File: src/rtl/datapath_decode_pkg.sv
// Shared decode definitions: widths, opcode set, instruction/ID_EX layouts and source-use table.
package datapath_decode_pkg;

  localparam int IF_ID_WIDTH = 32;
  localparam int ID_EX_WIDTH = 68;
  localparam int NREGS       = 8;
  localparam int RIDX_W      = $clog2(NREGS);

  typedef enum logic [3:0] {
    OP_MV   = 4'd0,
    OP_ADD  = 4'd1,
    OP_SUB  = 4'd2,
    OP_CMP  = 4'd3,
    OP_LD   = 4'd4,
    OP_ST   = 4'd5,
    OP_MVHI = 4'd6,
    OP_JR   = 4'd8,
    OP_JZ   = 4'd9,
    OP_JN   = 4'd10,
    OP_CALL = 4'd12
  } opcode_t;

  // imm8 = {hi, ry}, imm11 = {hi, ry, rx}
  typedef struct packed {
    logic [4:0]        hi;
    logic [RIDX_W-1:0] ry;
    logic [RIDX_W-1:0] rx;
    logic              imm;
    logic [3:0]        opc;
  } instr_fields_t;

  typedef struct packed {
    logic [15:0] pc;
    logic [15:0] instr;
    logic [15:0] op_a;
    logic [15:0] op_b;
    logic [3:0]  opc;
  } id_ex_t;

  function automatic logic is_jump(input logic [3:0] opc);
    return opc inside {OP_JR, OP_JZ, OP_JN, OP_CALL};
  endfunction

  function automatic logic uses_rx(input instr_fields_t f);
    return (f.opc inside {OP_ADD, OP_SUB, OP_CMP, OP_ST, OP_MVHI}) || (is_jump(f.opc) && !f.imm);
  endfunction

  function automatic logic uses_ry(input instr_fields_t f);
    return !f.imm && (f.opc inside {OP_MV, OP_ADD, OP_SUB, OP_CMP, OP_LD, OP_ST});
  endfunction

  function automatic logic [15:0] operand_b(input instr_fields_t f, input logic [15:0] ry_val);
    logic [7:0]  imm8;
    logic [10:0] imm11;
    imm8  = {f.hi, f.ry};
    imm11 = {f.hi, f.ry, f.rx};
    if (f.opc == OP_MVHI)          return {imm8, 8'h00};
    else if (f.imm && is_jump(f.opc)) return {{4{imm11[10]}}, imm11, 1'b0};
    else if (f.imm)                return {{8{imm8[7]}}, imm8};
    else                           return ry_val;
  endfunction

endpackage

File: src/rtl/datapath_decode_regfile.sv
// 8x16 register file: two async read ports, one sync write port, write-before-read bypass.
module regfile_8x16
  import datapath_decode_pkg::*;
(
  input  logic              clk,
  input  logic              reset,
  input  logic [RIDX_W-1:0] ra_addr,
  output logic [15:0]       ra_data,
  input  logic [RIDX_W-1:0] rb_addr,
  output logic [15:0]       rb_data,
  input  logic              wb_en,
  input  logic [RIDX_W-1:0] wb_addr,
  input  logic [15:0]       wb_data
);

  logic [15:0] regs [NREGS];

  always_ff @(posedge clk or negedge reset) begin
    if (!reset) begin
      for (int i = 0; i < NREGS; i++) regs[i] <= '0;
    end else if (wb_en) begin
      regs[wb_addr] <= wb_data;
    end
  end

  assign ra_data = (wb_en && wb_addr == ra_addr) ? wb_data : regs[ra_addr];
  assign rb_data = (wb_en && wb_addr == rb_addr) ? wb_data : regs[rb_addr];

endmodule

File: src/rtl/datapath_decode.sv
// Decode/register-read stage, one cycle to ID_EX; a load-use hazard stalls fetch and parks
// the instruction in HOLD, issuing bubbles until the hazard clears; taken squashes everything.
module datapath_decode
  import datapath_decode_pkg::*;
(
  input  logic                   clk,
  input  logic                   reset,
  input  logic [IF_ID_WIDTH-1:0] IF_ID,
  input  logic [15:0]            i_pc_rddata,
  input  logic                   f_valid,
  input  logic                   taken,
  input  logic                   ex_valid,
  input  logic                   ex_is_load,
  input  logic [RIDX_W-1:0]      ex_rd,
  input  logic                   wb_en,
  input  logic [RIDX_W-1:0]      wb_addr,
  input  logic [15:0]            wb_data,
  output logic                   stall,
  output logic [ID_EX_WIDTH-1:0] ID_EX,
  output logic                   d_valid
);

  typedef enum logic {RUN = 1'b0, HOLD = 1'b1} state_t;

  state_t        state;
  logic [15:0]   hold_instr;
  instr_fields_t cur;
  logic          cur_valid;
  logic          hz;
  logic [15:0]   ra_data;
  logic [15:0]   rb_data;
  id_ex_t        dec;
  logic          unused_if_id;

  assign unused_if_id = ^IF_ID[15:0];

  // imem output is stale while fetch is frozen, so HOLD decodes the parked word
  assign cur       = (state == HOLD) ? hold_instr : i_pc_rddata;
  assign cur_valid = (state == HOLD) | f_valid;

  assign hz = cur_valid & ex_valid & ex_is_load &
              ((ex_rd == cur.rx && uses_rx(cur)) || (ex_rd == cur.ry && uses_ry(cur)));
  assign stall = hz & ~taken;

  regfile_8x16 u_regfile (
    .clk     (clk),
    .reset   (reset),
    .ra_addr (cur.rx),
    .ra_data (ra_data),
    .rb_addr (cur.ry),
    .rb_data (rb_data),
    .wb_en   (wb_en),
    .wb_addr (wb_addr),
    .wb_data (wb_data)
  );

  always_comb begin
    dec       = '0;
    dec.pc    = IF_ID[31:16];
    dec.instr = cur;
    dec.op_a  = ra_data;
    dec.op_b  = operand_b(cur, rb_data);
    dec.opc   = cur.opc;
  end

  always_ff @(posedge clk or negedge reset) begin
    if (!reset) begin
      state      <= RUN;
      hold_instr <= '0;
      ID_EX      <= '0;
      d_valid    <= 1'b0;
    end else if (taken) begin
      state      <= RUN;
      hold_instr <= '0;
      ID_EX      <= '0;
      d_valid    <= 1'b0;
    end else if (stall) begin
      if (state == RUN) hold_instr <= i_pc_rddata;
      state   <= HOLD;
      ID_EX   <= '0;
      d_valid <= 1'b0;
    end else begin
      state   <= RUN;
      ID_EX   <= cur_valid ? dec : '0;
      d_valid <= cur_valid;
    end
  end

endmodule

File: config.mk
export PLATFORM = sky130hd
export DESIGN_NAME = datapath_decode
export DESIGN_NICKNAME = d
export VERILOG_FILES = /design/src/rtl/datapath_decode_pkg.sv /design/src/rtl/datapath_decode_regfile.sv /design/src/rtl/datapath_decode.sv
export SDC_FILE = /design/constraint.sdc
export NUM_CORES = 1
export LEC_CHECK = 0
export CAP_MARGIN = 20
export CORE_ASPECT_RATIO = 0.7
export CORE_MARGIN = 4
export CORE_UTILIZATION = 40
export DETAILED_ROUTE_END_ITERATION = 16
export PLACE_DENSITY = 0.65
export SLEW_MARGIN = 30
export SYNTH_ARGS = -nofsm -noshare
export SYNTH_HDL_FRONTEND = slang
export SYNTH_SLANG_ARGS = --single-unit
File: constraint.sdc
create_clock -name clk -period 3.3 [get_ports clk]
set_input_delay 0.825 -clock clk [delete_from_list [all_inputs] [get_ports clk]]
set_output_delay 0.825 -clock clk [all_outputs]
set_load 0.01 [all_outputs]
==> results_dict.tcl, run 1 <==
set metrics [dict create \
    p_per_area_nw_per_um2 513.5 \
    synth-seq-area-share 0.4478 \
    final_cell_mix "dfrtp_1, mux2_2, nor2_1" \
    gr-usage-all-layers 0.2317 \
    setup_viol 0 \
    min_path_type "in -> async" \
    final_common_cell "dfrtp_1" \
    path_clk_slew_ns 0.07 \
    place_area_sq_um 13900 \
    postRouteWirelength_mm 37.57 \
    ys_seq_elements 210 \
    diodes 0 \
    ant_nets 0 \
    drc 0 \
    p_leak_nw 6.009 \
    clock_latency_ns 0.54 \
    setup_ws_ns 0.1216 \
    synthesis.area_sq_um 11740 \
    r2r_start "state" \
    coreArea_sq_um 28890 \
    portBuffers 130 \
    first_pass_iters 5 \
    crit_chain "clkdlybuf4s50_1 -> mux2i_1 -> nor2_1 -> o21ai_0 -> buf_4 -> a31oi_4 -> nor3_2 -> buf_2" \
    grt_pass1_vias 9887 \
    tightest_slew_ns 0.7901 \
    synth-main-ff-cell "dfrtp_1" \
    ios 147 \
    maxCapViolations 0 \
    antenna_found_initial 1 \
    cp_top_family "buffers and inverters" \
    critPathMaxFanout 3 \
    start_util 0.4062 \
    worst-setup-path-type "in -> out" \
    ir_worst_vdd_mv 0.3064 \
    avgSynthCellArea_sq_um 10.77 \
    critPathRequiredTime_ns 2.47 \
    timing.rr.end "ID_EX[6]" \
    pre_cts_slack_ns -0.4860 \
    row_count 52 \
    min_period_over_period 0.9631 \
    viasPerCell 6.042 \
    globalRouteOverflowTotal 0 \
    clock-sinks 210 \
    crit_buf_inv 3 \
    fmax_mhz 314.6 \
    cts-hold-fix-buffers 0 \
    nets 1318 \
    finalMaxSlewViolations 0 \
    final.min_clock_period_ns 3.178 \
    num_vias 9885 \
    routedWlPerCell_microns 22.97 \
    grt_pass1_wl_mm 58.27 \
    cts_tree "done" \
    relSlewSlack 0.4733 \
    nFillCells 2635 \
    r2r_slack_ns 0.29 \
    dr.first_iter.drc_count 1162 \
    ys_warn_count 0 \
    die_y_microns 151.3 \
    fin_hold_ws_ns 0.3404 \
    cp_slowest_cell "clkdlybuf4s50_1" \
    startpoint_type "input pin" \
    grt_max_degree 83 \
    stdcell_area_sq_um 14810 \
    synth_nets 1167 \
    hold_viol 0 \
    syn-instance-count 1090 \
    cp.arrival_ns 2.35 \
    drive_gt1_frac 0.2750 \
    cts_buffer_depth 3 \
    finClkSkew_ns 0.02537 \
    htreeDepth 1 \
    synth.distinct_cells 64 \
    synth_edf_count 0 \
    die_w_microns 212.7 \
    cts_root_buf "clkbuf_16" \
    power_mw 7.602 \
    place_hpwl_mm 24.12 \
    cts_made_buffers 23 \
    dieArea_sq_um 32190 \
    synthToLayoutAreaGrowth_pct 26.16 \
    place.gp.congestion 0.8367 \
    rr_worst_depth 9 \
    worstSetupStartpoint "i_pc_rddata[2]" \
    endpoint_kind "primary output" \
    crit_path_max_incr_delay_ns 0.44 \
    outcome "completed" \
    async_flop_share 1.000 \
]
==> synthesized netlist by cell type, types with 6 or more instances <==
master    count  area share
a211oi_1     46       0.029
a21oi_1      63       0.027
and2_1       22       0.012
buf_1        28      0.0090
buf_2        18      0.0077
clkbuf_1     55       0.018
dfrtp_1     210        0.45
mux2_2      139        0.13
mux2i_1      37       0.032
mux4_2       32       0.061
nand2_1      25      0.0080
nand2b_1      9      0.0048
nand3_1       9      0.0038
nor2_1      131       0.042
nor2b_1       6      0.0032
nor3_1       35       0.015
o211ai_1     46       0.029
o21ai_0      28       0.012
o21bai_1     21       0.013
o221ai_1     10      0.0075
o22ai_1      10      0.0053
o31ai_1       6      0.0038
xor2_1        7      0.0052
==> routing by layer <==
metal	track usage	vias to the layer above	part of all wire
met5	0	-	0.00024
met4	0.05182	2	0.021
met3	0.05259	73	0.090
met2	0.3649	487	0.45
met1	0.3297	4964	0.44
li1	-	4359	-
==> worst register-to-register path, delay by kind of cell (launching register included) <==
| kind | cells | cell delay, ns |
|---|---|---|
| compound gates | 2 | 0.59 |
| buf+inv | 3 | 0.78 |
| simple gates | 2 | 0.55 |
| flops | 1 | 0.47 |
| mux | 1 | 0.42 |
| xor+xnor | 1 | 0.13 |
==> through the flow <==
stage / TNS, ns / util / cells
detailed placement: -2.771 / 0.4812 / 1585
global route: -0.03342 / 0.5125 / 1636
CTS: 0 / 0.5120 / 1635
finish: 0 / 0.5125 / 1636
global placement: -2.470 / 0.4812 / 1585
floorplan: 0 / - / 1090
==> cell type report <==
type / instances / area (sq um) / share of cell area
clock buffers: 27 / 620.6 / 0.04192
inverters: 6 / 22.52 / 0.001521
multi-input cells: 765 / 6080 / 0.4106
flip-flops and latches: 210 / 5259 / 0.3552
well taps: 378 / 473.0 / 0.03194
repair buffers: 235 / 2186 / 0.1476
clock inverters: 15 / 165.2 / 0.01116
==> cells by family (layout without fill, tap and decap cells) <==
kind of cell    Yosys count  after routing  synth area share
compound gates          276            276            0.1625
simple gates            266            266            0.1072
mux                     211            211            0.2314
flops                   210            210            0.4478
buf+inv                 115            283           0.04222
xor+xnor                 12             12          0.008956
==> state kept, by name, indices dropped and copies added (netlist names) <==
register and cells:
u_regfile.regs 128, ID_EX 64, hold_instr 16, d_valid 1
state 1
==> timing repair <==
item / 4_1_cts / 5_1_grt
gates resized for setup: 11 / 2
buffers inserted: 8 / 1
pin swaps: 2 / 2
setup endpoints to repair: 1 / 1
cloned: 0 / 0
==> report_power, final <==
part           total [mW]  switching (mW)  leakage (nW)  internal (mW)
Sequential           3.32           0.347          2.65           2.97
Clock                2.68            1.15         0.384           1.53
Combinational        1.61           0.718          2.98          0.887
==> worst max path at each step <==
stage            end  depth (start not counted)
2_1_floorplan  stall                          6
3_3_place_gp   stall                          7
3_5_place_dp   stall                          7
4_1_cts        stall                          7
5_1_grt        stall                          7
6_report       stall                          8
No activity file was read; power rests on OpenSTA's default activity.
==> run 2, diff against run 1 <==
Settings changed: CTS_BUF_LIST set to sky130_fd_sc_hd__clkbuf_4.
==> run 2 against run 1 <==
- register-to-register slack worse by 0.20 ns
- largest power group unchanged
- the flow now finishes with violations (negative setup slack)
- sequential power hardly changed
- die area stayed put
- first-iteration DRC count is 8.6% lower
- utilization is 0.37 points lower
- clock skew is 0.034 ns higher
- critical endpoint unchanged
- critical path depth is 1 lower
- clock power is 22% lower
- cell count is 3.1% higher
- highest routed layer unchanged
==> results_dict.tcl, run 2 (synthesis results as in run 1) <==
set metrics [dict create \
    gr-usage-all-layers 0.2357 \
    finalMaxSlewViolations 0 \
    relSlewSlack 0.4626 \
    p_leak_nw 6.012 \
    p_clk_frac 0.297 \
    ir_worst_vdd_mv 0.2044 \
    critPathRequiredTime_ns 2.47 \
    clock_latency_ns 0.72 \
    grt_pass1_wl_mm 58.85 \
    crit_chain "buf_12 -> mux2i_4 -> xnor2_2 -> nor4_4 -> a31oi_4 -> nor3_2 -> buf_2" \
    dr.first_iter.drc_count 1062 \
    nets 1350 \
    ant_nets 0 \
    grt_pass1_vias 10110 \
    dp_cells 1585 \
    drc 0 \
    die_y_microns 151.3 \
    maxCapViolations 0 \
    sequentialPowerShare 0.473 \
    cts_made_buffers 52 \
    p_per_area_nw_per_um2 476.6 \
    globalRouteOverflowTotal 0 \
    seqCellArea_sq_um 5259 \
    setup_tns_ns -0.07066 \
    outcome "complete, but fails checks" \
    first_pass_iters 5 \
    start_util 0.4062 \
    crit_buf_inv 2 \
    endpoint_kind "primary output" \
    min_period_over_period 1.021 \
    fmax_mhz 296.7 \
    cts_buffer_depth 3 \
    cts_tree "done" \
    top_register "u_regfile.regs" \
    final_common_cell "dfrtp_1" \
    startpoint_type "flop" \
    synthToLayoutAreaGrowth_pct 25.25 \
    swShare 0.3056 \
    cts_root_buf "clkbuf_4" \
    rsz0062_at_grt "true" \
    portBuffers 130 \
    dieArea_sq_um 32190 \
    drive_gt1_frac 0.2943 \
    p_int_mw 4.863 \
    coreArea_sq_um 28890 \
    power.switching_mw 2.141 \
    cp_slowest_cell "dfrtp_4" \
    setup_ws_ns -0.07066 \
    nFillCells 2661 \
    violations "negative setup slack" \
    finalNonFillerCells 1687 \
    viasPerCell 5.952 \
    multiInputGateArea_sq_um 6105 \
    cp_top_family "flip-flops" \
    num_vias 10040 \
    worst-setup-path-type "reg -> out" \
    antenna_found_initial 2 \
    finClkSkew_ns 0.05894 \
    ios 147 \
    cp.arrival_ns 2.55 \
    hold_viol 0 \
    clock-sinks 210 \
    row_count 52 \
    die_w_microns 212.7 \
    crit_path_max_incr_delay_ns 0.55 \
    setup_viol 1 \
    htreeDepth 2 \
    place.gp.congestion 0.8367 \
    tightest_slew_ns 0.8061 \
    routedWlPerCell_microns 22.47 \
    reg_top3 "u_regfile.regs (128), ID_EX (64), hold_instr (16)" \
    grt_max_degree 83 \
    critPathMaxFanout 7 \
    path_clk_slew_ns 0.08 \
    final.min_clock_period_ns 3.371 \
    place_hpwl_mm 24.12 \
    min_path_type "in -> async" \
    postRouteWirelength_mm 37.90 \
    final_cell_mix "dfrtp_1, mux2_2, nor2_1" \
    largest_reg_flops 128 \
    comb_power_share 0.230 \
]
## run 2: worst paths after layout
kind                                      from  cells after the start                   to  slack [ns]
min in group clk           u_regfile.regs[109]                      1  u_regfile.regs[109]        0.53
setup / recovery                         state                      7                stall       -0.07
hold reg to reg            u_regfile.regs[109]                      1  u_regfile.regs[109]        0.53
max in group asynchronous                reset                      2   u_regfile.regs[70]        2.20
setup reg to reg                         state                     12            ID_EX[11]        0.09
hold / removal                           reset                      1            ID_EX[41]        0.16
## run 2: final cells by class
| class | count | area share |
|---|---|---|
| Inverter | 6 | 0.001532 |
| Antenna cell | 1 | 0.0001703 |
| Timing Repair Buffer | 238 | 0.1518 |
| Tap cell | 378 | 0.03218 |
| Clock inverter | 17 | 0.004427 |
| Sequential cell | 210 | 0.3578 |
| Multi-Input combinational cell | 765 | 0.4153 |
| Clock buffer | 72 | 0.03678 |
## run 2: repair_timing
action | 4_1_cts | 5_1_grt
resized for setup | 11 | 8
hold buffers | 0 | 0
gates cloned | 0 | 1
setup buffers | 8 | 3
pin swaps | 2 | 4
endpoints found under the setup margin | 1 | 1
hold endpoints to repair | 0 | 0
## run 2: metrics by stage
| stage | power [mW] | util | instance area [sq um] | setup WS [ns] | hold WS, ns |
|---|---|---|---|---|---|
| 2_1_floorplan | 4.289 | - | 11740 | 0.3692 | 0.4883 |
| 3_3_place_gp | 4.881 | 0.4812 | 13900 | -0.3851 | 0.5086 |
| 3_5_place_dp | 4.934 | 0.4812 | 13900 | -0.4860 | 0.5158 |
| 4_1_cts | 7.049 | 0.5060 | 14620 | -0.1674 | 0.1425 |
| 5_1_grt | 7.409 | 0.5088 | 14700 | -0.1886 | 0.1802 |
| 6_report | 7.004 | 0.5088 | 14700 | -0.07066 | 0.1624 |
## run 2: power groups by stage
stage | clock network, mW | registers (mW) | logic, mW
after floorplan | 0 | 3.26 | 1.03
after global placement | 0 | 3.32 | 1.56
after detailed placement | 0 | 3.34 | 1.59
after CTS | 2.15 | 3.30 | 1.60
after global routing | 2.30 | 3.36 | 1.75
final | 2.08 | 3.31 | 1.61
## run 2: metal layers
layer  part of all wire  track usage  up-vias
met2               0.45       0.3582      508
met3              0.096      0.05694       71
met5            0.00018            0        -
met4              0.020      0.07564        2
met1               0.44       0.3345     5010
li1                   -            -     4450
==> run 3, diff against run 2 <==
Settings changed: CORE_UTILIZATION 40 to 50, PLACE_DENSITY 0.65 to 0.77.
==> run 3 against run 2 <==
- the flow still finishes with violations (negative setup slack)
- via count rose by 0.51%
- cell count fell by 5.5%
- die area fell by 19%
- register-to-register slack improved by 0.45 ns
- utilization rose by 12 points
- final area fell by 2.1%
- sequential power barely moved
- combinational power barely moved
- critical endpoint unchanged
- highest routed layer is now met4
==> results_dict.tcl, run 3 (synthesis results as in run 1) <==
set metrics [dict create \
    viasPerCell 6.331 \
    cp_top_family "simple AND/OR/NAND/NOR gates" \
    finClkSkew_ns 0.05203 \
    ant_nets 0 \
    clock_latency_ns 0.69 \
    p_leak_nw 5.890 \
    cts-hold-fix-buffers 0 \
    cp_slowest_cell "dfrtp_4" \
    hold_viol 0 \
    pre_cts_slack_ns -0.4040 \
    cts_tree "done" \
    p_int_mw 4.784 \
    crit_chain "buf_12 -> mux2i_4 -> xnor2_2 -> nor4_4 -> a31oi_4 -> nor3_2 -> buf_2" \
    grt_max_degree 77 \
    rr_worst_depth 9 \
    swShare 0.3030 \
    fin_hold_ws_ns 0.1462 \
    p_per_area_nw_per_um2 476.8 \
    htreeDepth 2 \
    startpoint_type "flop" \
    rsz0062_at_grt "true" \
    coreArea_sq_um 22850 \
    antenna_found_initial 0 \
    top_register "u_regfile.regs" \
    die_y_microns 136.2 \
    drc 0 \
    clock-sinks 210 \
    min_period_over_period 1.005 \
    place.gp.congestion 0.9240 \
    ios 147 \
    num_vias 10090 \
    finalMaxSlewViolations 0 \
    worst-setup-path-type "reg -> out" \
    power.switching_mw 2.080 \
    reg_top3 "u_regfile.regs (128), ID_EX (64), hold_instr (16)" \
    nFillCells 1820 \
    final_common_cell "dfrtp_1" \
    comb_power_share 0.233 \
    outcome "complete, but fails checks" \
    first_pass_iters 6 \
    r2r_start "state" \
    relSlewSlack 0.4781 \
    crit_path_max_incr_delay_ns 0.51 \
    postRouteWirelength_mm 36.12 \
    gr-usage-all-layers 0.2755 \
    cts_buffer_depth 3 \
    drive_gt1_frac 0.2832 \
    multiInputGateArea_sq_um 6101 \
    routedWlPerCell_microns 22.66 \
    seqCellArea_sq_um 5259 \
    violations "negative setup slack" \
    dr.first_iter.drc_count 1190 \
    row_count 46 \
    p_clk_frac 0.285 \
    r2r_slack_ns 0.54 \
    place_hpwl_mm 22.76 \
    endpoint_kind "primary output" \
    cp.arrival_ns 2.49 \
    setup_viol 1 \
    die_w_microns 191.1 \
    synthToLayoutAreaGrowth_pct 22.66 \
    cts_root_buf "clkbuf_4" \
    diodes 0 \
    grt_pass1_wl_mm 56.17 \
    dieArea_sq_um 26020 \
    setup_ws_ns -0.01577 \
    grt_pass1_vias 9904 \
    fmax_mhz 301.6 \
    final.min_clock_period_ns 3.316 \
    nets 1333 \
    maxCapViolations 0 \
    crit_buf_inv 2 \
    tightest_slew_ns 0.7829 \
    critPathMaxFanout 6 \
    min_path_type "in -> async" \
    sequentialPowerShare 0.482 \
    start_util 0.5136 \
    largest_reg_flops 128 \
    portBuffers 130 \
    critPathRequiredTime_ns 2.47 \
    final_cell_mix "dfrtp_1, mux2_2, nor2_1" \
    timing.rr.end "ID_EX[7]" \
    globalRouteOverflowTotal 0 \
    cts_made_buffers 51 \
    path_clk_slew_ns 0.08 \
    ir_worst_vdd_mv 0.2233 \
]
## run 3: worst max-delay path by stage
stage | startpoint | to | slack [ns] | cells after the start
CTS | state | stall | -0.007 | 7
global route | state | stall | -0.12 | 5
finish | state | stall | -0.02 | 7
global placement | i_pc_rddata[3] | stall | -0.36 | 7
floorplan | i_pc_rddata[8] | stall | 0.37 | 6
detailed placement | i_pc_rddata[3] | stall | -0.40 | 7
## run 3: area by class of cell
class                      instances  share of cell area
timing repair buffer             222              0.1440
tap                              312             0.02712
clock inverter                    12            0.003129
inverter                           6            0.001565
multi-input combinational        765              0.4239
clock buffer                      67             0.03494
sequential                       210              0.3654
## run 3: repair_timing
| item | in CTS | in global routing |
|---|---|---|
| hold endpoints to repair | 0 | 0 |
| gates resized for setup | 8 | 10 |
| pin swaps | 1 | 0 |
| endpoints found under the setup margin | 1 | 1 |
| cloned | 0 | 0 |
| setup buffers | 4 | 0 |
## run 3: layer usage
metal  up-vias  wire length (microns)  global-route usage
met5         -                      0                   0
met4         0                    956             0.08852
met3        89                   4399             0.06905
met2       632                  15650              0.4048
met1      4956                  15120              0.4038
li1       4415                      -                   -
## run 3: power by group through the flow
stage,logic [mW],clock network [mW],registers (mW)
final,1.60,1.95,3.31
after global routing,1.73,2.14,3.35
after CTS,1.58,2.00,3.29
after detailed placement,1.58,0,3.34
after global placement,1.53,0,3.31
after floorplan,1.03,0,3.26
## run 3: worst reg2reg max path, stage by stage, from the launching register on
cell and delay (ns):
dfrtp_4 0.45, buf_4 0.19, buf_4 0.16, buf_4 0.55, a211oi_1 0.11, a21oi_1 0.22, a21oi_1 0.06, o311ai_0 0.51
nand3_1 0.16, a21oi_1 0.24
## run 3: through the flow
stage	std cells	cell area [sq um]	total power [mW]	setup TNS (ns)	utilization
floorplan	1090	11740	4.289	0	-
global placement	1511	13740	4.846	-0.4309	0.6015
detailed placement	1511	13740	4.915	-0.5531	0.6015
CTS	1594	14360	6.879	-0.006785	0.6282
global route	1594	14390	7.219	-0.1244	0.6299
finish	1594	14390	6.864	-0.01577	0.6299
